### src/rtl/matrix_pkg.sv
// Shared geometry, width helpers and FSM state type for the matrix-multiply datapath.
package matrix_pkg;

    localparam int unsigned MATRIX_A_ROWS_DEF      = 8;
    localparam int unsigned MATRIX_B_ROWS_DEF      = 8;
    localparam int unsigned MATRIX_B_COLUMNS_DEF   = 8;
    localparam int unsigned MATRIX_C_MEM_DEPTH_DEF = 64;
    localparam int unsigned MATRIX_MEM_WIDTH_DEF   = 32;

    // Counter width that never collapses to zero bits (K=1 still needs a k register).
    function automatic int unsigned cnt_width(input int unsigned n);
        return (n > 1) ? $clog2(n) : 1;
    endfunction

    localparam int unsigned TOTAL_RESULTS = MATRIX_A_ROWS_DEF * MATRIX_B_COLUMNS_DEF;
    localparam int unsigned TERM_CNT_W    = cnt_width(MATRIX_B_ROWS_DEF);
    localparam int unsigned RESULT_IDX_W  = cnt_width(TOTAL_RESULTS);

    typedef enum logic [1:0] {
        IDLE,
        RUN,
        DRAIN,
        DONE
    } state_t;

endpackage

### src/rtl/mult_pipe.sv
// Two-stage multiplier: registered operands, then registered low-W product.
// Valid, last-term tag and result index ride alongside the data.
module mult_pipe #(
    parameter int unsigned W     = 32,
    parameter int unsigned IDX_W = 6
) (
    input  logic             clk,
    input  logic             rst_n,
    input  logic             valid_i,
    input  logic [W-1:0]     a_i,
    input  logic [W-1:0]     b_i,
    input  logic             last_i,
    input  logic [IDX_W-1:0] idx_i,
    output logic             valid_o,
    output logic [W-1:0]     prod_o,
    output logic             last_o,
    output logic [IDX_W-1:0] idx_o,
    output logic             pipe_busy_o
);

    logic             v1_q, v2_q;
    logic [W-1:0]     a_q, b_q, prod_q;
    logic             last1_q, last2_q;
    logic [IDX_W-1:0] idx1_q, idx2_q;

    always_ff @(posedge clk or negedge rst_n) begin
        if (!rst_n) begin
            v1_q    <= 1'b0;
            a_q     <= '0;
            b_q     <= '0;
            last1_q <= 1'b0;
            idx1_q  <= '0;
        end else begin
            v1_q <= valid_i;
            if (valid_i) begin
                a_q     <= a_i;
                b_q     <= b_i;
                last1_q <= last_i;
                idx1_q  <= idx_i;
            end
        end
    end

    always_ff @(posedge clk or negedge rst_n) begin
        if (!rst_n) begin
            v2_q    <= 1'b0;
            prod_q  <= '0;
            last2_q <= 1'b0;
            idx2_q  <= '0;
        end else begin
            v2_q <= v1_q;
            if (v1_q) begin
                // W-bit context keeps only the low W bits: wrap-around is intended.
                prod_q  <= a_q * b_q;
                last2_q <= last1_q;
                idx2_q  <= idx1_q;
            end
        end
    end

    assign valid_o     = v2_q;
    assign prod_o      = prod_q;
    assign last_o      = last2_q;
    assign idx_o       = idx2_q;
    assign pipe_busy_o = v1_q | v2_q;

endmodule

### src/rtl/dot_product_accumulator.sv
// Multiplies streamed (A, B) pairs, accumulates K products per result and writes
// each dot product to C memory in row-major order, then pulses done.
module dot_product_accumulator
    import matrix_pkg::*;
#(
    parameter int unsigned MATRIX_A_ROWS      = MATRIX_A_ROWS_DEF,
    parameter int unsigned MATRIX_B_ROWS      = MATRIX_B_ROWS_DEF,
    parameter int unsigned MATRIX_B_COLUMNS   = MATRIX_B_COLUMNS_DEF,
    parameter int unsigned MATRIX_C_MEM_DEPTH = MATRIX_C_MEM_DEPTH_DEF,
    parameter int unsigned MATRIX_MEM_WIDTH   = MATRIX_MEM_WIDTH_DEF
) (
    input  logic                                  clk,
    input  logic                                  rst_n,
    input  logic                                  start_i,
    input  logic                                  in_valid_i,
    output logic                                  in_ready_o,
    input  logic [MATRIX_MEM_WIDTH-1:0]           in_a_i,
    input  logic [MATRIX_MEM_WIDTH-1:0]           in_b_i,
    output logic                                  wr_en_o,
    output logic [$clog2(MATRIX_C_MEM_DEPTH)-1:0] wr_address_o,
    output logic [MATRIX_MEM_WIDTH-1:0]           wr_data_o,
    output logic                                  busy_o,
    output logic                                  done_o
);

    localparam int unsigned W     = MATRIX_MEM_WIDTH;
    localparam int unsigned TOTAL = MATRIX_A_ROWS * MATRIX_B_COLUMNS;
    localparam int unsigned KW    = cnt_width(MATRIX_B_ROWS);
    localparam int unsigned RW    = cnt_width(TOTAL);
    localparam int unsigned AW    = $clog2(MATRIX_C_MEM_DEPTH);

    localparam logic [KW-1:0] K_LAST = KW'(MATRIX_B_ROWS - 1);
    localparam logic [RW-1:0] R_LAST = RW'(TOTAL - 1);

    state_t         state_q, state_d;
    logic [KW-1:0]  k_q, k_d;
    logic [RW-1:0]  r_q, r_d;
    logic [W-1:0]   acc_q, acc_d;
    logic [W-1:0]   wr_data_q, wr_data_d;
    logic [AW-1:0]  wr_addr_q, wr_addr_d;
    logic           wr_en_q, wr_en_d;
    logic           clear_acc;

    logic           accept, term_last, pair_last;
    logic           p_valid, p_last, pipe_busy;
    logic [W-1:0]   p_prod;
    logic [RW-1:0]  p_idx;

    assign in_ready_o = (state_q == RUN);
    assign accept     = in_valid_i & in_ready_o;
    assign term_last  = (k_q == K_LAST);
    assign pair_last  = term_last & (r_q == R_LAST);

    mult_pipe #(
        .W     (W),
        .IDX_W (RW)
    ) u_mult_pipe (
        .clk         (clk),
        .rst_n       (rst_n),
        .valid_i     (accept),
        .a_i         (in_a_i),
        .b_i         (in_b_i),
        .last_i      (term_last),
        .idx_i       (r_q),
        .valid_o     (p_valid),
        .prod_o      (p_prod),
        .last_o      (p_last),
        .idx_o       (p_idx),
        .pipe_busy_o (pipe_busy)
    );

    always_comb begin
        state_d   = state_q;
        k_d       = k_q;
        r_d       = r_q;
        clear_acc = 1'b0;
        unique case (state_q)
            IDLE: begin
                if (start_i) begin
                    state_d   = RUN;
                    k_d       = '0;
                    r_d       = '0;
                    clear_acc = 1'b1;
                end
            end
            RUN: begin
                if (accept) begin
                    if (term_last) begin
                        k_d = '0;
                        r_d = r_q + 1'b1;
                    end else begin
                        k_d = k_q + 1'b1;
                    end
                    if (pair_last) state_d = DRAIN;
                end
            end
            // Empty pipe with a write strobe in flight means the final result just went out.
            DRAIN:   if (!pipe_busy && wr_en_q) state_d = DONE;
            DONE:    state_d = IDLE;
            default: state_d = IDLE;
        endcase
    end

    always_comb begin
        acc_d     = acc_q;
        wr_en_d   = 1'b0;
        wr_data_d = wr_data_q;
        wr_addr_d = wr_addr_q;
        if (clear_acc) begin
            acc_d = '0;
        end else if (p_valid) begin
            if (p_last) begin
                wr_data_d = acc_q + p_prod;
                wr_en_d   = 1'b1;
                wr_addr_d = AW'(p_idx);
                acc_d     = '0;
            end else begin
                acc_d = acc_q + p_prod;
            end
        end
    end

    always_ff @(posedge clk or negedge rst_n) begin
        if (!rst_n) begin
            state_q   <= IDLE;
            k_q       <= '0;
            r_q       <= '0;
            acc_q     <= '0;
            wr_en_q   <= 1'b0;
            wr_data_q <= '0;
            wr_addr_q <= '0;
        end else begin
            state_q   <= state_d;
            k_q       <= k_d;
            r_q       <= r_d;
            acc_q     <= acc_d;
            wr_en_q   <= wr_en_d;
            wr_data_q <= wr_data_d;
            wr_addr_q <= wr_addr_d;
        end
    end

    assign wr_en_o      = wr_en_q;
    assign wr_data_o    = wr_data_q;
    assign wr_address_o = wr_addr_q;
    assign busy_o       = (state_q != IDLE);
    assign done_o       = (state_q == DONE);

endmodule

### config.mk
export PLATFORM = sky130hd
export DESIGN_NAME = dot_product_accumulator
export DESIGN_NICKNAME = d
export VERILOG_FILES = /design/src/rtl/matrix_pkg.sv /design/src/rtl/mult_pipe.sv /design/src/rtl/dot_product_accumulator.sv
export SDC_FILE = /design/constraint.sdc
export NUM_CORES = 2
export LEC_CHECK = 0
export BUFFER_PORTS_ARGS = -buffer_cell sky130_fd_sc_hd__buf_4
export CAP_MARGIN = 30
export CORE_UTILIZATION = 39
export CTS_BUF_LIST = sky130_fd_sc_hd__clkbuf_8
export CTS_CLUSTER_SIZE = 14
export DETAILED_ROUTE_END_ITERATION = 10
export PLACE_DENSITY_LB_ADDON = 0.12
export SYNTH_ARGS = -nofsm -noshare
export SYNTH_HDL_FRONTEND = slang
export SYNTH_SLANG_ARGS = --single-unit
### constraint.sdc
create_clock -name clk -period 18.05 [get_ports clk]
set_input_delay 5.415 -clock clk [delete_from_list [all_inputs] [get_ports clk]]
set_output_delay 5.415 -clock clk [all_outputs]
set_load 0.05 [all_outputs]
==> results.cfg <==
[sta]
hold_ws_ps = 484.7
worst_pin_slew_ps = 1057
fin_crit_sh_pct = 44.30
period_needed_ps = 7996
setup_viol = 0
finalHoldViolCount = 0
drv_slew = 0
rsz0062_at_grt = no
maxSlewHeadroom_pct = 29.55
timing.fmax_ghz = 0.1251
fin_tns_setup_ps = 0
fin_worst_skew_ps = 28.72

[worst_hold_path]
hold_class = flip-flop to flip-flop
holdCritStartpoint = wr_data_o[5]
min_to = wr_data_o[5]
worst_hold_path.num_cells = 2

[final_layout]
area_growth_pct = 8.425
drive_gt1_share_pct = 11.29
multi_input_area_sq_mm = 0.01802
seq_area_sq_mm = 0.004856
layout.nets = 3205
fillers = 6165

[logic_synthesis]
syn-num-nets = 3170
ys_ff_latch = 194
synth_area_sq_mm = 0.02483
netlist.top_cell.by_area = fa_1
ys_types = 55
async_flop_share_pct = 100.0
yosys-top-cells-area = fa_1, dfrtp_1, and2_1
yosysTopAreaCellShare_pct = 32.98
yosys_warnings = 0
netlist_instances = 2531
synth-edff-count = 0
synth.most_common_cell = fa_1
ys_seq_area_share_pct = 19.55
synth_area_per_cell_sq_um = 9.810
dominantRegCellSynth = dfrtp_1
synth_common_cells = fa_1, inv_1, and2_1

[place]
gp_congestion = 0.8546
dp_hpwl_um = 51130
io_buffer_count = 109

[cts]
clk_pin_slew_ps = 130
cts_buffers = 17
cts-htree-levels = 4
cts_setup_buffers = 0
hold_buffers = 0
cts.sinks = 194
cts_tree = yes
insertion_delay_ps = 590
clockBufferDepth = 2
cts_repair_resize_count = 0
cts-root-buf = clkbuf_8

[floorplan]
die_area_sq_mm = 0.06468
ios = 110
rows = 92
die_x_um = 254.3
fp.coreArea_sq_mm = 0.06297
initial_core_util_pct = 39.43
die_h_um = 254.3

[worst_setup_path]
critical_path_buf_inv_count = 4
reg2reg_depth = 23
crit_top_cell = fa_1
end_kind = flip-flop
critical-path-top-delay-family = adder cells
rrSetupSlack_ps = 10050
critPathKind = flip-flop to flip-flop
path_cells = and2_1, fa_1, fa_1, fa_1, inv_1, fa_1, inv_1, fa_1, inv_1, fa_1, inv_1, fa_1, fa_1, ha_1, and3_1, nand3_1, a31oi_1, nor3_1, a211oi_1, o21ai_0, o21ai_0, xnor2_1, mux2_2
cpPeakStageDelay_ps = 1010
cp.required_ps = 18540
crit_path_top_delay_cell = dfrtp_1
r2r-start = u_mult_pipe.b_q[6]
worstPathArrival_ps = 8480
crit_fanout = 27
rr_endpoint = u_mult_pipe.prod_o[31]
start_kind = flip-flop

[drt]
drcViolationCount = 0
drt_iter0_markers = 907
drt_first_pass_iters = 7
drtAntennaViolNets = 0
viasPerCell = 5.040
drt-total-wl_um = 65970
dr_total_vias = 17262
routedWlPerCell_um = 19.26

[grt]
grt_usage_pct = 21.69
grt_max_degree = 75
grt_pass1_vias = 18666
antenna_found_initial = 2
grt_overflow_total = 0
grt_pass1_wl_um = 106200

[job]
cap_violations = 0

[run_status]
outcome = finished clean
layer usage:
metal | up-vias | track usage (%) | part of all wire [%]
met3 | 76 | 2.909 | 4.0
met5 | - | 0 | 0
met4 | 0 | 6.850 | 2.3
met2 | 332 | 34.43 | 47
met1 | 8930 | 30.69 | 47
li1 | 7924 | - | -
sequential cells by signal (all words and copies together) (netlist names), 6 cells and up:
name / cells
r_q: 6
wr_data_o: 32
u_mult_pipe.idx_o: 6
u_mult_pipe.b_q: 32
u_mult_pipe.a_q: 32
u_mult_pipe.prod_o: 32
wr_address_o: 6
acc_q: 32
u_mult_pipe.idx1_q: 6
worst reg2reg max path, stage by stage (launching register included):
cell and delay, ps:
dfrtp_1 1010, and2_1 270, fa_1 440, fa_1 490, fa_1 510, inv_1 50, fa_1 490, inv_1 60
fa_1 500, inv_1 60, fa_1 530, inv_1 50, fa_1 490, fa_1 420, ha_1 420, and3_1 230
nand3_1 80, a31oi_1 270, nor3_1 80, a211oi_1 560, o21ai_0 260, o21ai_0 250, xnor2_1 100, mux2_2 270
how the worst max path moves through the flow:
stage / depth (start not counted) / slack, ps / from / to
floorplan: 6 / 10850 / in_valid_i / u_mult_pipe.a_q[0]
global placement: 24 / 10250 / u_mult_pipe.a_q[9] / u_mult_pipe.prod_o[31]
detailed placement: 24 / 10120 / u_mult_pipe.b_q[9] / u_mult_pipe.prod_o[31]
CTS: 24 / 10100 / u_mult_pipe.b_q[9] / u_mult_pipe.prod_o[31]
global route: 24 / 9710 / u_mult_pipe.b_q[9] / u_mult_pipe.prod_o[31]
finish: 23 / 10050 / u_mult_pipe.b_q[6] / u_mult_pipe.prod_o[31]
cells by family (layout without fill, tap and decap cells):
family	after synthesis	after routing	synth area share, %
xor+xnor	109	109	3.845
simple gates	783	783	16.18
flops	194	194	19.55
other cells	0	1	0
mux	105	105	4.747
buf+inv	525	572	7.937
compound gates	244	244	6.606
fa+ha+maj	571	571	41.14
placed cells by master (no fill, tap or decap), types with 8 or more instances in the layout:
master and instances:
nand2_1 290, and2_1 354, nand3_1 26, inv_1 400, nand4_1 8, a22o_1 25, and3_1 9, nor2_1 46
a21oi_1 60, o31ai_1 8, a21o_1 30, a211oi_1 8, or3_1 9, ha_1 162, clkbuf_8 18, o21a_1 11
mux2_2 102, xnor2_1 79, o21ai_0 53, dfrtp_1 193, fa_1 409, nand2b_1 9, xor2_1 30, buf_4 135
nor3_1 15
cell type report:
class,instances,share of cell area (%)
inverters,403,5.619
clock inverters,14,0.5856
diodes,1,0.009295
repair buffers,138,4.020
multi-input cells,1812,66.93
flip-flops and latches,194,18.04
clock buffers,17,0.8691
well taps,846,3.932
through the flow:
stage	setup slack (ps)	instances	utilization, %	area (sq um)
detailed placement	10120	3391	42.04	26470
CTS	10100	3422	42.67	26860
global route	9711	3425	42.76	26920
global placement	10250	3391	42.04	26470
floorplan	10850	2531	-	24830
finish	10050	3425	42.76	26920
Power is not shown: default switching activity piles up to over one toggle a cycle in this logic, so the estimate is an artifact.
